## config.mk

```make
export PLATFORM = sky130hd
export DESIGN_NAME = multicycle_controller
export DESIGN_NICKNAME = d
export VERILOG_FILES = /design/src/rtl/multicycle_controller.sv
export SDC_FILE = /design/constraint.sdc
export NUM_CORES = 1
export LEC_CHECK = 0
export CAP_MARGIN = 20
export CORE_ASPECT_RATIO = 1.75
export CORE_UTILIZATION = 37
export CTS_CLUSTER_DIAMETER = 60
export DETAILED_ROUTE_END_ITERATION = 10
export GPL_ROUTABILITY_DRIVEN = 0
export GPL_TIMING_DRIVEN = 0
export PLACE_DENSITY = 0.78
export RECOVER_POWER = 50
export SKIP_LAST_GASP = 1
export SYNTH_ARGS = -nofsm -noshare
export SYNTH_HDL_FRONTEND = slang
export SYNTH_SLANG_ARGS = --single-unit
```

## constraint.sdc

```tcl
create_clock -name clk -period 2.3 [get_ports clk]
set_input_delay 0.46 -clock clk [delete_from_list [all_inputs] [get_ports clk]]
set_output_delay 0.46 -clock clk [all_outputs]
set_load 0.05 [all_outputs]
```

## src/rtl/multicycle_controller.sv

```systemverilog
// Control FSM for the multi-cycle RV32I core: sequences fetch/decode/execute/memory/writeback
// over a shared ALU and a single memory port, with a watchdog that halts on a hung bus.
module multicycle_controller #(
  parameter int unsigned TIMEOUT_CYCLES = 16
) (
  input  logic        clk,
  input  logic        rst,
  input  logic [31:0] instr,
  input  logic        z,
  input  logic        mem_ready,
  output logic        mem_req,
  output logic        mem_we,
  output logic        sel_addr,
  output logic        ir_wen,
  output logic        pc_wen,
  output logic        sel_pc_src,
  output logic        RF_WEN,
  output logic [1:0]  sel_ld,
  output logic [1:0]  sel_srcA,
  output logic [1:0]  sel_srcB,
  output logic [1:0]  sel_imm,
  output logic        sel_a,
  output logic        sel_comp,
  output logic [1:0]  sel_s,
  output logic [1:0]  sel_l,
  output logic [1:0]  sel_exec_out,
  output logic        retire,
  output logic        illegal,
  output logic        bus_err,
  output logic [2:0]  state
);

  typedef enum logic [2:0] {
    S_FETCH  = 3'd0,
    S_DECODE = 3'd1,
    S_EXEC   = 3'd2,
    S_MEM    = 3'd3,
    S_WB     = 3'd4,
    S_BRANCH = 3'd5,
    S_JAL    = 3'd6,
    S_HALT   = 3'd7
  } state_t;

  localparam logic [6:0] OP_R   = 7'b0110011;
  localparam logic [6:0] OP_I   = 7'b0010011;
  localparam logic [6:0] OP_LW  = 7'b0000011;
  localparam logic [6:0] OP_SW  = 7'b0100011;
  localparam logic [6:0] OP_BEQ = 7'b1100011;
  localparam logic [6:0] OP_JAL = 7'b1101111;

  localparam int unsigned CW = $clog2(TIMEOUT_CYCLES + 1) + 1;
  localparam logic [CW-1:0] LIMIT = (TIMEOUT_CYCLES == 0) ? '0 : CW'(TIMEOUT_CYCLES - 1);

  state_t        state_q, state_d;
  logic [CW-1:0] wait_cnt;
  logic [6:0]    opcode;
  logic [2:0]    funct3;
  logic          is_r;
  logic          wait_hit;
  logic          unused_instr;

  assign opcode       = instr[6:0];
  assign funct3       = instr[14:12];
  assign is_r         = (opcode == OP_R);
  assign unused_instr = ^{instr[31], instr[29:15], instr[11:7]};

  // The cycle that would be wait number TIMEOUT_CYCLES diverts to HALT unless ready arrives.
  assign wait_hit = (TIMEOUT_CYCLES != 0) && (wait_cnt == LIMIT);

  always_ff @(posedge clk) begin
    if (rst) begin
      state_q  <= S_FETCH;
      wait_cnt <= '0;
    end else begin
      state_q <= state_d;
      if ((state_d != state_q) || (mem_req && mem_ready))
        wait_cnt <= '0;
      else if (mem_req && !mem_ready)
        wait_cnt <= wait_cnt + 1'b1;
    end
  end

  always_comb begin
    state_d      = state_q;
    mem_req      = 1'b0;
    mem_we       = 1'b0;
    sel_addr     = 1'b0;
    ir_wen       = 1'b0;
    pc_wen       = 1'b0;
    sel_pc_src   = 1'b0;
    RF_WEN       = 1'b0;
    sel_ld       = 2'b00;
    sel_srcA     = 2'b00;
    sel_srcB     = 2'b00;
    sel_imm      = 2'b00;
    sel_a        = 1'b0;
    sel_comp     = 1'b0;
    sel_s        = 2'b00;
    sel_l        = 2'b00;
    sel_exec_out = 2'b00;
    retire       = 1'b0;
    illegal      = 1'b0;
    bus_err      = 1'b0;
    state        = 3'd0;

    if (!rst) begin
      state = state_q;
      case (state_q)
        S_FETCH: begin
          mem_req  = 1'b1;
          sel_srcB = 2'b10;
          if (mem_ready) begin
            ir_wen  = 1'b1;
            pc_wen  = 1'b1;
            state_d = S_DECODE;
          end else if (wait_hit) begin
            state_d = S_HALT;
          end
        end
        S_DECODE: begin
          sel_srcA = 2'b01;
          sel_srcB = 2'b01;
          sel_imm  = (opcode == OP_BEQ) ? 2'b10 : 2'b11;
          case (opcode)
            OP_R, OP_I, OP_LW, OP_SW: state_d = S_EXEC;
            OP_BEQ:                   state_d = S_BRANCH;
            OP_JAL:                   state_d = S_JAL;
            default: begin
              illegal = 1'b1;
              state_d = S_FETCH;
            end
          endcase
        end
        S_EXEC: begin
          sel_srcA = 2'b10;
          sel_srcB = is_r ? 2'b00 : 2'b01;
          sel_imm  = (opcode == OP_SW) ? 2'b01 : 2'b00;
          state_d  = (opcode == OP_LW || opcode == OP_SW) ? S_MEM : S_WB;
          if (is_r || opcode == OP_I) begin
            case (funct3)
              3'b000: sel_a = is_r & instr[30];
              3'b001: sel_exec_out = 2'b11;
              3'b010: begin
                sel_a        = 1'b1;
                sel_comp     = 1'b1;
                sel_exec_out = 2'b01;
              end
              3'b011: begin
                sel_a        = 1'b1;
                sel_exec_out = 2'b01;
              end
              3'b100: sel_exec_out = 2'b10;
              3'b101: begin
                sel_s        = instr[30] ? 2'b11 : 2'b10;
                sel_exec_out = 2'b11;
              end
              3'b110: begin
                sel_l        = 2'b01;
                sel_exec_out = 2'b10;
              end
              default: begin
                sel_l        = 2'b10;
                sel_exec_out = 2'b10;
              end
            endcase
          end
        end
        S_MEM: begin
          mem_req  = 1'b1;
          sel_addr = 1'b1;
          mem_we   = (opcode == OP_SW);
          if (mem_ready) begin
            if (opcode == OP_SW) begin
              retire  = 1'b1;
              state_d = S_FETCH;
            end else begin
              state_d = S_WB;
            end
          end else if (wait_hit) begin
            state_d = S_HALT;
          end
        end
        S_WB: begin
          RF_WEN  = 1'b1;
          sel_ld  = (opcode == OP_LW) ? 2'b10 : 2'b00;
          retire  = 1'b1;
          state_d = S_FETCH;
        end
        S_BRANCH: begin
          sel_srcA   = 2'b10;
          sel_a      = 1'b1;
          sel_pc_src = 1'b1;
          pc_wen     = z;
          retire     = 1'b1;
          state_d    = S_FETCH;
        end
        S_JAL: begin
          RF_WEN     = 1'b1;
          sel_ld     = 2'b01;
          pc_wen     = 1'b1;
          sel_pc_src = 1'b1;
          retire     = 1'b1;
          state_d    = S_FETCH;
        end
        default: bus_err = 1'b1;
      endcase
    end
  end

endmodule

```

==> flow_summary_export.csv, run 1 <==
group,metric,value,unit
floorplan,die_y,72.4,um
clocking,cts.sinks,9,
critical_path,worst-setup-path-type,"flip-flop to output pin",
timing,finalCriticalPeriod,2.24,ns
power_and_ir_drop,finalPower,0.617,mW
global_routing,antenna_found_initial,0,
timing,relSlewSlack,54.1,%
timing,holdWs,0.575,ns
timing,max_freq,446,MHz
global_routing,grt_pass1_wl,6.37,mm
synthesis,postSynthAreaPerCell,6.99,sq um
critical_path,cp.required,1.84,ns
critical_path,cp-end-kind,"output pin",
critical_path,cp_top_family,"buffers and inverters",
synthesis,synth_warnings,0,
synthesis,synth_top_area_share,17.2,%
synthesis,ys_types,45,
floorplan,coreArea,2690,sq um
timing,finalSetupViolCount,0,
drt,via_per_inst,6.16,
synthesis,syn_inst,150,
drt,drc_errors,0,
drt,drt_iter0_drc,85,
timing,hold_viol,0,
floorplan,rows,25,
synthesis,ys_ff_latch,9,
drt,wirelength,4.37,mm
clocking,clk_latency,0.24,ns
floorplan,fp.dieW,42.2,um
cells_and_area,final_cell_mix,"20 x buf_4, 19 x nor2_1, 14 x buf_6",
cells_and_area,final_cell_area,1940,sq um
timing,fin_crit_sh,97.4,%
cells_and_area,final_util,72.0,%
clocking,ctsHtreeMaxLevel,1,
power_and_ir_drop,p_leak,0.843,nW
drt,ant_nets,0,
synthesis,synth.area.top_cells,"dfxtp_1 17%, nor2_1 9.3%, nor4_1 7.2%, a21oi_1 4.3%, nand2_1 3.9%",
timing,worst_clock_skew,0.00572,ns
floorplan,die_area,3060,sq um
floorplan,start_util,39.0,%
drt,drt-pass1-iter-count,4,
timing,drv_slew,0,
clocking,cts_tree,"yes",
global_routing,globalRouteTotalUtil,26.5,%
timing,worstMarginPinSlew,0.684,ns
placement,placed_area,1610,sq um
power_and_ir_drop,powerDensity,318,nW/um^2
synthesis,synth_largest_area_cell,"dfxtp_1",
critical_path,crit_buf_inv,4,
outcome,status,"finished, final reports clean",
critical_path,cpMostUsedCell,"buf_6",
global_routing,grt_max_degree,11,
floorplan,io_pins,65,
synthesis,synth-seq-area-share,17.2,%
synthesis,syn_area,1050,sq um
critical_path,cp_max_fo,6,
critical_path,critPathArrivalTime,1.78,ns
drt,vias,1504,
cells_and_area,final_common_cell,"buf_4",
clocking,cts-root-buf,"clkbuf_8",
clocking,cts-buffers-inserted,3,
timing,finalWorstSetupSlack,0.0594,ns
global_routing,grt_pass1_vias,1414,
placement,dp_slack,-1.43,ns
clocking,hold_buffers,0,
drt,routedWlPerCell,17.9,um
power_and_ir_drop,ir_worst_vdd,0.372,mV
placement,portBuffers,43,
cells_and_area,num_antenna_cells,0,
critical_path,max_stage_delay,0.35,ns
clocking,clock_path_buffers,2,
placement,dpl.hpwl,3.01,mm
cells_and_area,layout-drive-gt1-share,41.9,%
critical_path,start_kind,"flip-flop",
critical_path,crit_chain,"buf_8 -> buf_12 -> nor2_4 -> nand4_1 -> buf_6 -> nor4_4 -> buf_6",
critical_path,cp_slowest_cell,"dfxtp_4",
synthesis,syn_nets,187,
global_routing,gr-total-overflow,0,
hold_path,holdCritPathClass,"flip-flop to flip-flop",
run,max-cap-violations,0,
cells_and_area,areaGrowthSynthToFinish,84.8,%
clocking,cts.clk_slew.worst_paths,0.05,ns
cells_and_area,final_nets,255,
-- layer usage --
layer  GRT usage (%)  up-vias  share of wire, %
li1                -      690                 -
met1            24.6      696                31
met2            53.8       94                58
met3            2.49       24               5.9
met4            14.2        0               4.6
met5               0        -                 0
-- cell type report --
| type | instances | area (sq um) |
|---|---|---|
| Buffer | 10 | 101 |
| Clock buffer | 4 | 45.0 |
| Fill cell | 195 | 752 |
| Inverter | 6 | 26.3 |
| Multi-Input combinational cell | 124 | 965 |
| Sequential cell | 9 | 189 |
| Tap cell | 27 | 33.8 |
| Timing Repair Buffer | 64 | 578 |
-- power by group --
part	internal (mW)	switching (mW)
clock	0.121	0.0683
sequential	0.159	0.00589
combinational	0.101	0.162
total	0.381	0.236
-- flip-flops by register name (all words and copies together), names as in the netlist --
| register | flops |
|---|---|
| state_q | 3 |
| wait_cnt | 6 |
-- Yosys cell counts (all sizes together) --
master,number
inv,6
buf,7
a21oi,9
nand4,4
or2,2
nor3,8
nand4bb,2
o32ai,1
o31a,1
nand3,4
or3,3
a211oi,2
nor3b,1
a21boi,1
xor2,4
ha,1
clkbuf,4
nand3b,1
and3,1
a2111o,1
nand2,11
nor2,26
dfxtp,9
o21a,1
a2111oi,1
nand2b,5
or4,1
nor2b,2
o21ai,3
nor4,13
a22oi,2
and2,1
a31oi,6
a311oi,3
xnor2,2
mux2i,1
-- logic make-up after synthesis --
| group | count (synthesis) | share of synthesized area, % |
|---|---|---|
| AND/OR/NAND/NOR | 85 | 45.8 |
| AO/OA/AOI/OAI | 31 | 23.0 |
| buffers and inverters | 17 | 6.80 |
| flip-flops | 9 | 17.2 |
| XOR/XNOR | 6 | 5.01 |
| multiplexers | 1 | 0.955 |
| adder cells (fa/ha/maj) | 1 | 1.19 |
-- worst register-to-register path, cell delays in order, from the launching register on --
cell and delay [ns]:
dfxtp_1 0.37, ha_1 0.23, nor3b_2 0.33, a311oi_1 0.14, a2111oi_0 0.54, nand4bb_2 0.30, nor4_1 0.08
-- what timing repair did --
action                                  in CTS  in global routing
endpoints found under the hold margin        0                  0
endpoints found under the setup margin      35                 33
pin swaps                                    8                  8
gates resized for setup                    132                 55
gates cloned                                 0                  0
buffers inserted                             6                 15
-- per-stage QoR --
step           std cells  setup TNS [ns]
2_1_floorplan        150           -1.67
3_3_place_gp         220          -22.20
3_5_place_dp         220          -23.18
4_1_cts              230          -0.180
5_1_grt              244         -0.0138
6_report             244               0
-- final timing paths --
check	to	cells after the start	startpoint	slack, ns
max reg2reg	wait_cnt[3]$_SDFFE_PP0P_	6	wait_cnt[0]$_SDFFE_PP0P_	0.16
max	sel_comp	7	state_q[2]$_SDFF_PP0_	0.06
min reg2reg	wait_cnt[1]$_SDFFE_PP0P_	2	wait_cnt[1]$_SDFFE_PP0P_	0.58
min	wait_cnt[1]$_SDFFE_PP0P_	2	wait_cnt[1]$_SDFFE_PP0P_	0.58
(Power assumes the default switching activity.)
==> run 2: changes to the inputs <==
Clock period 2.3 ns to 2.2 ns, I/O delays scaled along.
==> run 2 against run 1 <==
The flow now finishes with violations (negative setup slack). Worst hold slack got worse by 0.0017 ns. Count of clock-buffer cells in the layout stayed put. Clock power is 2% higher.
==> flow_summary_export.csv, run 2 (same netlist as run 1, synthesis figures left out) <==
group,metric,value,unit
placement,dpl.hpwl,2.86,mm
clocking,hold_buffers,0,
clocking,cts.clk_slew.worst_paths,0.04,ns
global_routing,globalRouteTotalUtil,26.4,%
critical_path,reg2reg_slack,0.04,ns
timing,finalSetupViolCount,2,
timing,finalCriticalPeriod,2.25,ns
critical_path,crit_buf_inv,2,
cells_and_area,final_nets,253,
cells_and_area,num_antenna_cells,0,
critical_path,worst-setup-path-type,"input port to output pin",
critical_path,regToRegStartpoint,"wait_cnt[0]$_SDFFE_PP0P_",
power_and_ir_drop,p_leak,0.767,nW
critical_path,cp_max_fo,4,
clocking,ctsHtreeMaxLevel,1,
clocking,cts-root-buf,"clkbuf_8",
hold_path,hold_start,"wait_cnt[0]$_SDFFE_PP0P_",
floorplan,io_pins,65,
cells_and_area,final_util,68.9,%
drt,wirelength,4.25,mm
timing,finalWorstSetupSlack,-0.0487,ns
critical_path,path_depth,7,
global_routing,grt_pass1_wl,6.34,mm
hold_path,hold-path-endpoint,"wait_cnt[0]$_SDFFE_PP0P_",
timing,fin_crit_sh,102,%
global_routing,grt_max_degree,11,
clocking,cts.sinks,9,
floorplan,die_area,3060,sq um
critical_path,cp_top_family,"compound AO/OA/AOI/OAI gates",
critical_path,cp.required,1.76,ns
critical_path,critPathArrivalTime,1.81,ns
timing,hold_viol,0,
cells_and_area,top_register,"wait_cnt",
drt,ant_nets,0,
cells_and_area,final_cell_mix,"21 x buf_4, 19 x nor2_1, 11 x nand2_1",
drt,routedWlPerCell,17.6,um
critical_path,start_kind,"input port",
placement,portBuffers,43,
outcome,status,"complete, but fails checks",
global_routing,antenna_found_initial,0,
clocking,clock_path_buffers,2,
critical_path,cp-end-kind,"output pin",
cells_and_area,layout-drive-gt1-share,42.3,%
run,max-cap-violations,0,
outcome,failed_checks,"negative setup slack",
floorplan,fp.dieW,42.2,um
cells_and_area,final_cell_area,1850,sq um
drt,drt_iter0_drc,45,
global_routing,grt_pass1_vias,1422,
timing,worstMarginPinSlew,0.678,ns
cells_and_area,largest_reg_flops,6,
timing,holdWs,0.573,ns
timing,relSlewSlack,54.5,%
critical_path,reg2reg_depth,6,
placement,dp_slack,-1.47,ns
power_and_ir_drop,finalPower,0.633,mW
clocking,clk_latency,0.24,ns
clocking,cts-buffers-inserted,3,
power_and_ir_drop,ir_worst_vdd,0.416,mV
floorplan,die_y,72.4,um
floorplan,start_util,39.0,%
floorplan,coreArea,2690,sq um
critical_path,cpMostUsedCell,"buf_6",
cells_and_area,reg_top3,"wait_cnt x6, state_q x3",
global_routing,gr-total-overflow,0,
hold_path,holdCritPathClass,"flip-flop to flip-flop",
timing,worst_clock_skew,0.000758,ns
timing,drv_slew,0,
drt,drt-pass1-iter-count,4,
hold_path,holdPathStages,2,
timing,rsz0062_at_grt,"true",
critical_path,max_stage_delay,0.32,ns
cells_and_area,final_common_cell,"buf_4",
drt,vias,1479,
cells_and_area,areaGrowthSynthToFinish,76.8,%
critical_path,crit_chain,"buf_6 -> nand4bb_4 -> nor2_4 -> nand3_1 -> o31a_1 -> o32ai_4 -> buf_6",
clocking,cts_tree,"yes",
timing,max_freq,445,MHz
floorplan,rows,25,
drt,drc_errors,0,
placement,placed_area,1620,sq um
critical_path,cp_slowest_cell,"o31a_1",
critical_path,r2r-end,"wait_cnt[3]$_SDFFE_PP0P_",
drt,via_per_inst,6.11,
power_and_ir_drop,powerDensity,342,nW/um^2
## run 2: area by class of cell
class,instances,area (sq um)
buffer,10,110
clock buffer,4,45.0
fill,230,836
inverter,6,26.3
multi-input combinational,124,951
sequential,9,181
tap,27,33.8
timing repair buffer,62,507
## run 2: per-layer routing
metal,up-vias,global-route usage [%],wire length [um]
met5,-,0,0
met4,0,14.2,188
met3,17,4.48,226
met2,68,53.5,2460
met1,707,23.3,1370
li1,687,-,-
## run 2: where the power goes
part	leakage, nW	switching [mW]	internal (mW)
clock	0.0228	0.0672	0.126
sequential	0.0736	0.00629	0.167
combinational	0.671	0.165	0.102
## run 2: how the worst max path moves through the flow
stage	end	slack (ns)	startpoint
finish	sel_a	-0.05	instr[3]
global route	sel_a	-0.1	instr[3]
CTS	sel_a	-0.10	instr[1]
detailed placement	sel_a	-1.47	rst
global placement	sel_a	-1.39	rst
floorplan	sel_exec_out[0]	-0.32	instr[2]
## run 2: per-stage QoR
stage,std cells,TNS [ns]
5_1_grt,242,-0.640
3_5_place_dp,220,-25.78
6_report,242,-0.0525
4_1_cts,231,-0.103
3_3_place_gp,220,-24.15
2_1_floorplan,150,-2.09
## run 2: worst register-to-register path, stage by stage (launching register included)
cell and delay, ns:
dfxtp_1 0.36, ha_1 0.22, nor3b_1 0.45, a31oi_1 0.16
a2111o_1 0.46, a31oi_4 0.27, nor4_1 0.10
## run 2: timing repair
item	in CTS	in global routing
setup buffers	7	12
gates resized for setup	163	29
setup endpoints to repair	35	20
pin swaps	7	5
